File: config.mk
export PLATFORM = sky130hd
export DESIGN_NAME = ft_recovery_ctrl
export DESIGN_NICKNAME = d
export VERILOG_FILES = /design/src/rtl/ft_pkg.sv /design/src/rtl/ft_sat_counter.sv /design/src/rtl/ft_recovery_ctrl.sv
export SDC_FILE = /design/constraint.sdc
export NUM_CORES = 1
export LEC_CHECK = 0
export ABC_CLOCK_PERIOD_IN_PS = 2850
export BUFFER_PORTS_ARGS = -buffer_cell sky130_fd_sc_hd__buf_2
export CORE_MARGIN = 3
export CORE_UTILIZATION = 50
export DETAILED_ROUTE_END_ITERATION = 6
export GPL_TIMING_DRIVEN = 0
export PLACE_DENSITY = 0.75
export SETUP_SLACK_MARGIN = 0.15
export SLEW_MARGIN = 20
export SYNTH_ARGS = -nofsm -noshare
export SYNTH_HDL_FRONTEND = slang
export SYNTH_SLANG_ARGS = --single-unit
File: constraint.sdc
create_clock -name clk -period 2.85 [get_ports clk]
set_input_delay 0.285 -clock clk [delete_from_list [all_inputs] [get_ports clk]]
set_output_delay 0.285 -clock clk [all_outputs]
set_load 0.02 [all_outputs]
File: src/rtl/ft_pkg.sv
// Shared types and default sizing for the lockstep fault-recovery controller.
// Imported by ft_recovery_ctrl and its saturating counter.
package ft_pkg;

  typedef enum logic [2:0] {
    IDLE,
    HALT,
    ROLLBACK,
    RESUME,
    FATAL
  } rec_state_t;

  localparam int DEF_DRAIN_CYCLES = 4;
  localparam int DEF_MAX_RETRY    = 3;
  localparam int DEF_CLEAN_WINDOW = 16;
  localparam int DEF_CNT_W        = 8;

endpackage

File: src/rtl/ft_sat_counter.sv
// Up-counter that sticks at its all-ones value.
// Used for the lifetime fault tally.
module ft_sat_counter
  import ft_pkg::*;
#(
  parameter int W = DEF_CNT_W
) (
  input  logic         clk,
  input  logic         rst,
  input  logic         inc,
  input  logic         clr,
  output logic [W-1:0] cnt
);

  always_ff @(posedge clk or posedge rst) begin
    if (rst) begin
      cnt <= '0;
    end else if (clr) begin
      cnt <= '0;
    end else if (inc && (cnt != '1)) begin
      cnt <= cnt + W'(1);
    end
  end

endmodule

File: src/rtl/ft_recovery_ctrl.sv
// Lockstep fault recovery: freeze, rollback handshake, resume,
// retry accounting and escalation to a latched fatal state.
module ft_recovery_ctrl
  import ft_pkg::*;
#(
  parameter int DRAIN_CYCLES = DEF_DRAIN_CYCLES,
  parameter int MAX_RETRY    = DEF_MAX_RETRY,
  parameter int CLEAN_WINDOW = DEF_CLEAN_WINDOW,
  parameter int CNT_W        = DEF_CNT_W,
  localparam int RW = $clog2(MAX_RETRY + 1)
) (
  input  logic             clk,
  input  logic             rst,
  input  logic             cmp_valid_i,
  input  logic             mismatch_i,
  input  logic             rollback_ack_i,
  input  logic             clear_i,
  output logic             halt_o,
  output logic             rollback_req_o,
  output logic             resume_o,
  output logic             fatal_o,
  output logic [RW-1:0]    retry_cnt_o,
  output logic [CNT_W-1:0] fault_cnt_o
);

  localparam int DW = (DRAIN_CYCLES > 1) ? $clog2(DRAIN_CYCLES) : 1;
  localparam int CW = $clog2(CLEAN_WINDOW + 1);

  rec_state_t    state, nxt;
  logic [DW-1:0] drain, drain_nxt;
  logic [CW-1:0] clean, clean_nxt;
  logic [RW-1:0] retry, retry_nxt;
  logic          accept;

  assign accept = (state == IDLE) && cmp_valid_i && mismatch_i;
  assign retry_cnt_o = retry;

  always_comb begin
    nxt       = state;
    drain_nxt = drain;
    clean_nxt = clean;
    retry_nxt = retry;
    unique case (state)
      IDLE: begin
        if (accept) begin
          clean_nxt = '0;
          if (retry == RW'(MAX_RETRY)) begin
            nxt = FATAL;
          end else begin
            nxt       = HALT;
            drain_nxt = DW'(DRAIN_CYCLES - 1);
          end
        end else if (retry != '0) begin
          if (clean == CW'(CLEAN_WINDOW - 1)) begin
            clean_nxt = '0;
            retry_nxt = '0;
          end else begin
            clean_nxt = clean + CW'(1);
          end
        end
      end
      HALT: begin
        if (drain == '0) begin
          nxt = ROLLBACK;
        end else begin
          drain_nxt = drain - DW'(1);
        end
      end
      ROLLBACK: begin
        if (rollback_ack_i) begin
          nxt       = RESUME;
          retry_nxt = retry + RW'(1);
        end
      end
      RESUME: begin
        nxt       = IDLE;
        clean_nxt = '0;
      end
      FATAL: begin
        if (clear_i) begin
          nxt       = IDLE;
          retry_nxt = '0;
          clean_nxt = '0;
        end
      end
      default: nxt = IDLE;
    endcase
  end

  // Outputs are flopped from the next state so they align with it.
  always_ff @(posedge clk or posedge rst) begin
    if (rst) begin
      state          <= IDLE;
      drain          <= '0;
      clean          <= '0;
      retry          <= '0;
      halt_o         <= 1'b0;
      rollback_req_o <= 1'b0;
      resume_o       <= 1'b0;
      fatal_o        <= 1'b0;
    end else begin
      state          <= nxt;
      drain          <= drain_nxt;
      clean          <= clean_nxt;
      retry          <= retry_nxt;
      halt_o         <= (nxt == HALT) || (nxt == ROLLBACK) || (nxt == FATAL);
      rollback_req_o <= (nxt == ROLLBACK);
      resume_o       <= (nxt == RESUME);
      fatal_o        <= (nxt == FATAL);
    end
  end

  ft_sat_counter #(
    .W(CNT_W)
  ) u_fault_cnt (
    .clk(clk),
    .rst(rst),
    .inc(accept),
    .clr(1'b0),
    .cnt(fault_cnt_o)
  );

endmodule

== After elaboration in Yosys (flattened, before gate mapping) ==
Index checks and enable logic that the tools add are counted.
Cells by class
  eq/ne operators: 20
  mux-type cells: 21
  add/subtract/negate cells: 4
  reduce and logical (&&, ||, !) cells: 14
Operator list (count)
  5-bit 2-to-1 mux: 4
  2-bit 2-to-1 mux: 8
  3-bit 2-to-1 mux: 5
  5-bit one-hot mux with 3 select lines: 1
  3-bit by 2-bit equality test with 1-bit output (second input constant): 4
  3-bit one-hot mux with 4 select lines: 1
  2-bit != test (second input constant): 5
  8-bit by 1-bit adder with 8-bit output (second input constant): 1
  8-bit != test (second input constant): 1
  3-bit by 1-bit equality test with 1-bit output (second input constant): 2
  3-bit equality test (second input constant): 2
  2-bit by 1-bit != test with 1-bit output (second input constant): 3
  2-bit one-hot mux with 3 select lines: 1
  6-bit AND reduction: 1
  3-bit nonzero test: 2
  5-bit by 1-bit adder with 5-bit output (second input constant): 1
  5-bit by 4-bit equality test with 1-bit output (second input constant): 1
  2-bit one-hot mux with 2 select lines: 1
  4-bit AND reduction: 1
  2-bit nonzero test: 2
  1-bit logical AND: 3
  3-bit logical NOT: 1
  3-bit by 1-bit != test with 1-bit output (second input constant): 1
  3-bit AND reduction: 1
  5 further kinds: 6
Storage, ports and cells
  register bits after elaboration: 24
  input port bits: 6
  logic and storage cells: 68
  output and inout bits: 14

== Depth between registers and ports, before layout ==
  word-level depth: 8
  gate-level depth with buffers: 6
  depth with buffers taken out: 6

== Hierarchy ==
A second synthesis with hierarchy kept.
Second synthesis, totals
  cell total of the unflattened synthesis: 137
  area, all modules: 1372.6 sq um
By module, submodules not included
  ft_recovery_ctrl: cells an instance 88, area each 868.3 sq um, times used 1, seq. area each 400.4 sq um
  ft_sat_counter: cells an instance 49, area each 504.2 sq um, times used 1, seq. area each 200.2 sq um

== Least setup slack after synthesis ==
No wires, ideal clock.
  kind: register -> register
  start point: register retry[0], in the netlist retry_cnt_o[0]
  end point: register clean[3]
  slack: 0.932 ns
  clock period less this slack: 1.918 ns
  data arrival time: 1.838 ns
  setup time: 0.080 ns
  buffers on the path: 0
  stages on the path, launching flop included: 7
  cell sequence: dfrtp_1 inv_1 ha_1 a21boi_0 o311a_4 or4_4 o211ai_2
On the way
  longest elaborated chain between the ends: 3
RTL lines
  start: declaration: RTL line ft_recovery_ctrl.sv:32  | logic [RW-1:0] retry, retry_nxt;
  start signal: assignment: RTL line ft_recovery_ctrl.sv:105  | retry <= retry_nxt;
  2-bit nonzero test: RTL line ft_recovery_ctrl.sv:53  | end else if (retry != '0) begin
  3-bit by 1-bit != test with 1-bit output (no line)
  3-bit AND reduction (no line)
  end signal: assignment: RTL line ft_recovery_ctrl.sv:104  | clean <= clean_nxt;
  end: declaration: RTL line ft_recovery_ctrl.sv:31  | logic [CW-1:0] clean, clean_nxt;
Every way passes these cells.
A chain may end at the register's enable or synchronous reset.

== Worst setup path in the final report ==
Ends and elaborated chain as after synthesis.

==> flow_summary.rst <==
.. list-table::
   :header-rows: 1

   * - Metric
     - Value
   * - Worst path arrival time
     - 2.13 ns
   * - Post-CTS setup-driven buffer insertion count
     - 0
   * - Area taken by multi-input logic gates
     - 588.1 um2
   * - Internal Power
     - 891.0 uW
   * - Count of mapped cells out of synthesis
     - 114
   * - Flip-flop and latch count after synthesis
     - 24
   * - Net count reported at finish
     - 149
   * - Post-route non-filler standard cell count
     - 165
   * - Final hold violation count
     - 0
   * - DRC
     - 0
   * - Path depth of the worst reg2reg path
     - 6
   * - Resized cells post-CTS
     - 0
   * - Post-CTS Hold Fix Bufs
     - 0
   * - Crit path required time
     - 3.10 ns
   * - Die height
     - 55.90 um
   * - Placed Cells
     - 161
   * - Worst min-delay path class
     - input pin to asynchronous set/reset pin
   * - Portion of total power attributed to the clock network
     - 16.7%
   * - Ant diodes
     - 0
   * - Worst-Skew Late Latency
     - 0.31 ns
   * - Vias in the first global route
     - 931
   * - Number of vias in the routed layout
     - 905
   * - Row count
     - 17
   * - Clock tree from TritonCTS
     - built
   * - Final setup violation count
     - 0
   * - Die extent in x
     - 55.90 um
   * - Status
     - finished clean
   * - Clock-pin transition on the worst setup and hold timing paths
     - 0.13 ns
   * - Post-synthesis xor/xnor area fraction
     - 4.925%
   * - Maximum number of pins on one net before global-route repair
     - 25
   * - Final Max Tran Viols
     - 0
   * - Largest family of logic cells by synthesized area
     - simple AND/OR/NAND/NOR gates
   * - Compound-cell area share of the yosys netlist
     - 14.47%
   * - Setup Total Neg Slack
     - 0 ns
   * - Maximum number of buffers from clock root to sink
     - 2
   * - I/O pin count
     - 20
   * - Area growth from synthesis to layout
     - 14.67%
   * - IO Port Bufs
     - 19
   * - GPL Wtd Cong
     - 0.8005
   * - H-Tree Level Count
     - 1
   * - # fillers
     - 197
   * - Slew HR
     - 40.30%
   * - Root cell of the clock tree
     - sky130_fd_sc_hd__clkbuf_4
   * - Dominant synthesized flop cell
     - sky130_fd_sc_hd__dfrtp_1
   * - WS Path Type
     - register to register
   * - Post-synthesis area per instance
     - 10.92 um2
   * - Number of max-cap violations
     - 0
   * - RSZ-0062 raised after global routing
     - false
   * - Worst hold-check slack
     - 0.1356 ns
   * - Post-synth EDFFs
     - 0
   * - Die area
     - 3125 um2
   * - Largest voltage drop on the vdd net
     - 0.6136 mV
   * - Tcrit/Tclk final
     - 66.20%
   * - Net count of the mapped netlist
     - 125
   * - Fraction of the mapped netlist area in simple logic gates
     - 19.30%
   * - Global-route wire length before repair
     - 4.057 mm
   * - Detailed Place HPWL
     - 1.690 mm
   * - Placeable core region
     - 2297 um2
   * - Maximum frequency from static timing analysis
     - 0.5301 GHz
   * - Number of antenna violations at the first check in global routing
     - 0
   * - Number of distinct library cell variants in the gate-level netlist after synthesis
     - 40
   * - Relative contribution of combinational cells to total power
     - 46.0%
   * - Number of buffers inserted during clock tree synthesis
     - 3
   * - Fraction of synthesis flops using an asynchronous set or reset pin
     - 100.0%
   * - Reg2reg end
     - clean[3]$_DFFE_PP0P_
   * - Endpoint type of the worst setup path
     - register
   * - Worst reg2reg path startpoint
     - retry_cnt_o[0]$_DFFE_PP0P_
   * - Summed instance area of the synthesized netlist
     - 1245 um2
   * - Number of DRC markers after the initial detailed-route iteration
     - 8
   * - Total gr overflow
     - 0
   * - Post-detailed-routing wire length
     - 2.219 mm
   * - Switching part of the total
     - 38.45%
   * - Largest driver fanout on the critical path
     - 8
   * - Total global routing track utilization
     - 16.28%
   * - Portion of the post-synthesis area used by sequential elements
     - 48.24%
   * - Adder and majority cell fraction of the synthesized area
     - 5.025%
   * - Sw power
     - 556.6 uW
   * - WL per Instance
     - 13.45 um
   * - Final Total Pwr
     - 1.448 mW
   * - Average via count per standard cell
     - 5.485
   * - Number of warnings reported in the yosys synthesis log
     - 0
   * - Total area of sequential cells
     - 600.6 um2
   * - Setup crit start kind
     - register
   * - Worst reg-to-reg setup slack
     - 0.96 ns
   * - TritonRoute pass-1 iters
     - 4
   * - Clk_skew
     - 0.004372 ns
   * - Sinks on Clock Net
     - 24
   * - Flop pwr share
     - 37.3%
   * - Remaining antenna violation count after routing
     - 0
   * - Mux contribution to synthesized area
     - 3.518%
   * - Leakage component of the power
     - 0.7007 nW
   * - Layout cell share with drive strength beyond 1
     - 25.55%
   * - Total power density per cell area
     - 1014 nW/um2
   * - Initial cell density of the core
     - 54.19%
   * - Measured slew at the worst slew-check pin
     - 0.8945 ns
   * - Min Tclk post-route
     - 1.887 ns
==> per-layer routing <==
| metal | vias to the layer above | global-route usage (%) | share of wire [%] |
|---|---|---|---|
| met5 | - | 0 | 0 |
| met4 | 0 | 6.441 | 0.81 |
| met3 | 2 | 4.408 | 2.9 |
| met2 | 10 | 28.21 | 52 |
| met1 | 443 | 19.03 | 44 |
| li1 | 450 | - | - |
==> cells in the final DEF (no fill, tap or decap), types with 3 or more instances in the layout <==
| cell | n |
|---|---|
| sky130_fd_sc_hd__inv_1 | 9 |
| sky130_fd_sc_hd__a21oi_1 | 3 |
| sky130_fd_sc_hd__dfrtp_1 | 24 |
| sky130_fd_sc_hd__nand3b_1 | 3 |
| sky130_fd_sc_hd__ha_1 | 5 |
| sky130_fd_sc_hd__nor2_1 | 4 |
| sky130_fd_sc_hd__clkbuf_4 | 3 |
| sky130_fd_sc_hd__o21a_1 | 3 |
| sky130_fd_sc_hd__o21ai_0 | 3 |
| sky130_fd_sc_hd__mux2_2 | 3 |
| sky130_fd_sc_hd__nand2_1 | 5 |
| sky130_fd_sc_hd__and3_1 | 4 |
| sky130_fd_sc_hd__nand3_1 | 4 |
| sky130_fd_sc_hd__xnor2_1 | 5 |
| sky130_fd_sc_hd__nand2b_1 | 3 |
| sky130_fd_sc_hd__buf_2 | 22 |
==> sequential cells by signal (all words and copies together) (netlist names) <==
name             count
state                3
halt_o               1
rollback_req_o       1
clean                5
resume_o             1
u_fault_cnt.cnt      8
drain                2
retry_cnt_o          2
fatal_o              1
==> stage by stage <==
step / utilization (%) / setup slack (ns) / area, um2
2_1_floorplan: - / 0.9321 / 1245
3_3_place_gp: 59.86 / 1.035 / 1375
3_5_place_dp: 59.86 / 0.9714 / 1375
4_1_cts: 62.15 / 0.9607 / 1428
5_1_grt: 62.15 / 0.9136 / 1428
6_report: 62.15 / 0.9634 / 1428
==> how the worst max path moves through the flow <==
| stage | slack [ns] | cells after the start | to | startpoint |
|---|---|---|---|---|
| after floorplan | 0.93 | 6 | clean[3]$_DFFE_PP0P_ | retry_cnt_o[0]$_DFFE_PP0P_ |
| after global placement | 1.04 | 6 | clean[3]$_DFFE_PP0P_ | retry_cnt_o[0]$_DFFE_PP0P_ |
| after detailed placement | 0.97 | 6 | clean[3]$_DFFE_PP0P_ | retry_cnt_o[0]$_DFFE_PP0P_ |
| after CTS | 0.96 | 6 | clean[3]$_DFFE_PP0P_ | retry_cnt_o[0]$_DFFE_PP0P_ |
| after global routing | 0.91 | 6 | clean[3]$_DFFE_PP0P_ | retry_cnt_o[0]$_DFFE_PP0P_ |
| final | 0.96 | 6 | clean[3]$_DFFE_PP0P_ | retry_cnt_o[0]$_DFFE_PP0P_ |
==> power groups by stage <==
| stage | logic, mW | clock network, mW | registers (mW) |
|---|---|---|---|
| floorplan | 0.437 | 0 | 0.608 |
| global placement | 0.638 | 0 | 0.541 |
| detailed placement | 0.667 | 0 | 0.548 |
| CTS | 0.670 | 0.254 | 0.541 |
| global route | 0.746 | 0.271 | 0.560 |
| finish | 0.665 | 0.242 | 0.540 |
==> worst max-delay path, cell delays in order (launching register included) <==
cell and delay [ns]:
sky130_fd_sc_hd__dfrtp_1 0.42, sky130_fd_sc_hd__inv_1 0.06, sky130_fd_sc_hd__ha_1 0.21, sky130_fd_sc_hd__a21boi_0 0.14, sky130_fd_sc_hd__o311a_4 0.41, sky130_fd_sc_hd__or4_4 0.52
sky130_fd_sc_hd__o211ai_2 0.08
==> cell usage after synthesis, types with 3 or more instances <==
cell / instances / area [um2]
sky130_fd_sc_hd__a21oi_1: 3 / 15.01
sky130_fd_sc_hd__and3_1: 4 / 25.02
sky130_fd_sc_hd__buf_2: 3 / 15.01
sky130_fd_sc_hd__dfrtp_1: 24 / 600.6
sky130_fd_sc_hd__ha_1: 5 / 62.56
sky130_fd_sc_hd__inv_1: 9 / 33.78
sky130_fd_sc_hd__mux2_2: 3 / 33.78
sky130_fd_sc_hd__nand2_1: 5 / 18.77
sky130_fd_sc_hd__nand2b_1: 3 / 18.77
sky130_fd_sc_hd__nand3_1: 4 / 20.02
sky130_fd_sc_hd__nand3b_1: 3 / 22.52
sky130_fd_sc_hd__nor2_1: 4 / 15.01
sky130_fd_sc_hd__o21a_1: 3 / 22.52
sky130_fd_sc_hd__o21ai_0: 3 / 15.01
sky130_fd_sc_hd__xnor2_1: 5 / 43.79
==> logic make-up (layout without fill, tap and decap cells) <==
| group | Yosys count | after routing |
|---|---|---|
| AND/OR/NAND/NOR | 38 | 38 |
| flip-flops | 24 | 24 |
| AO/OA/AOI/OAI | 22 | 22 |
| buffers and inverters | 14 | 37 |
| XOR/XNOR | 7 | 7 |
| adder cells (fa/ha/maj) | 5 | 5 |
| multiplexers | 4 | 4 |
==> final cells by class <==
class                      instances  area share, %
inverter                           9          2.366
tap                               28          2.454
multi-input combinational         76          41.19
clock buffer                       3          1.578
timing repair buffer              19          6.661
buffer                             5          1.578
sequential                        24          42.07
clock inverter                     1          2.103
(Power assumes the default switching activity.)
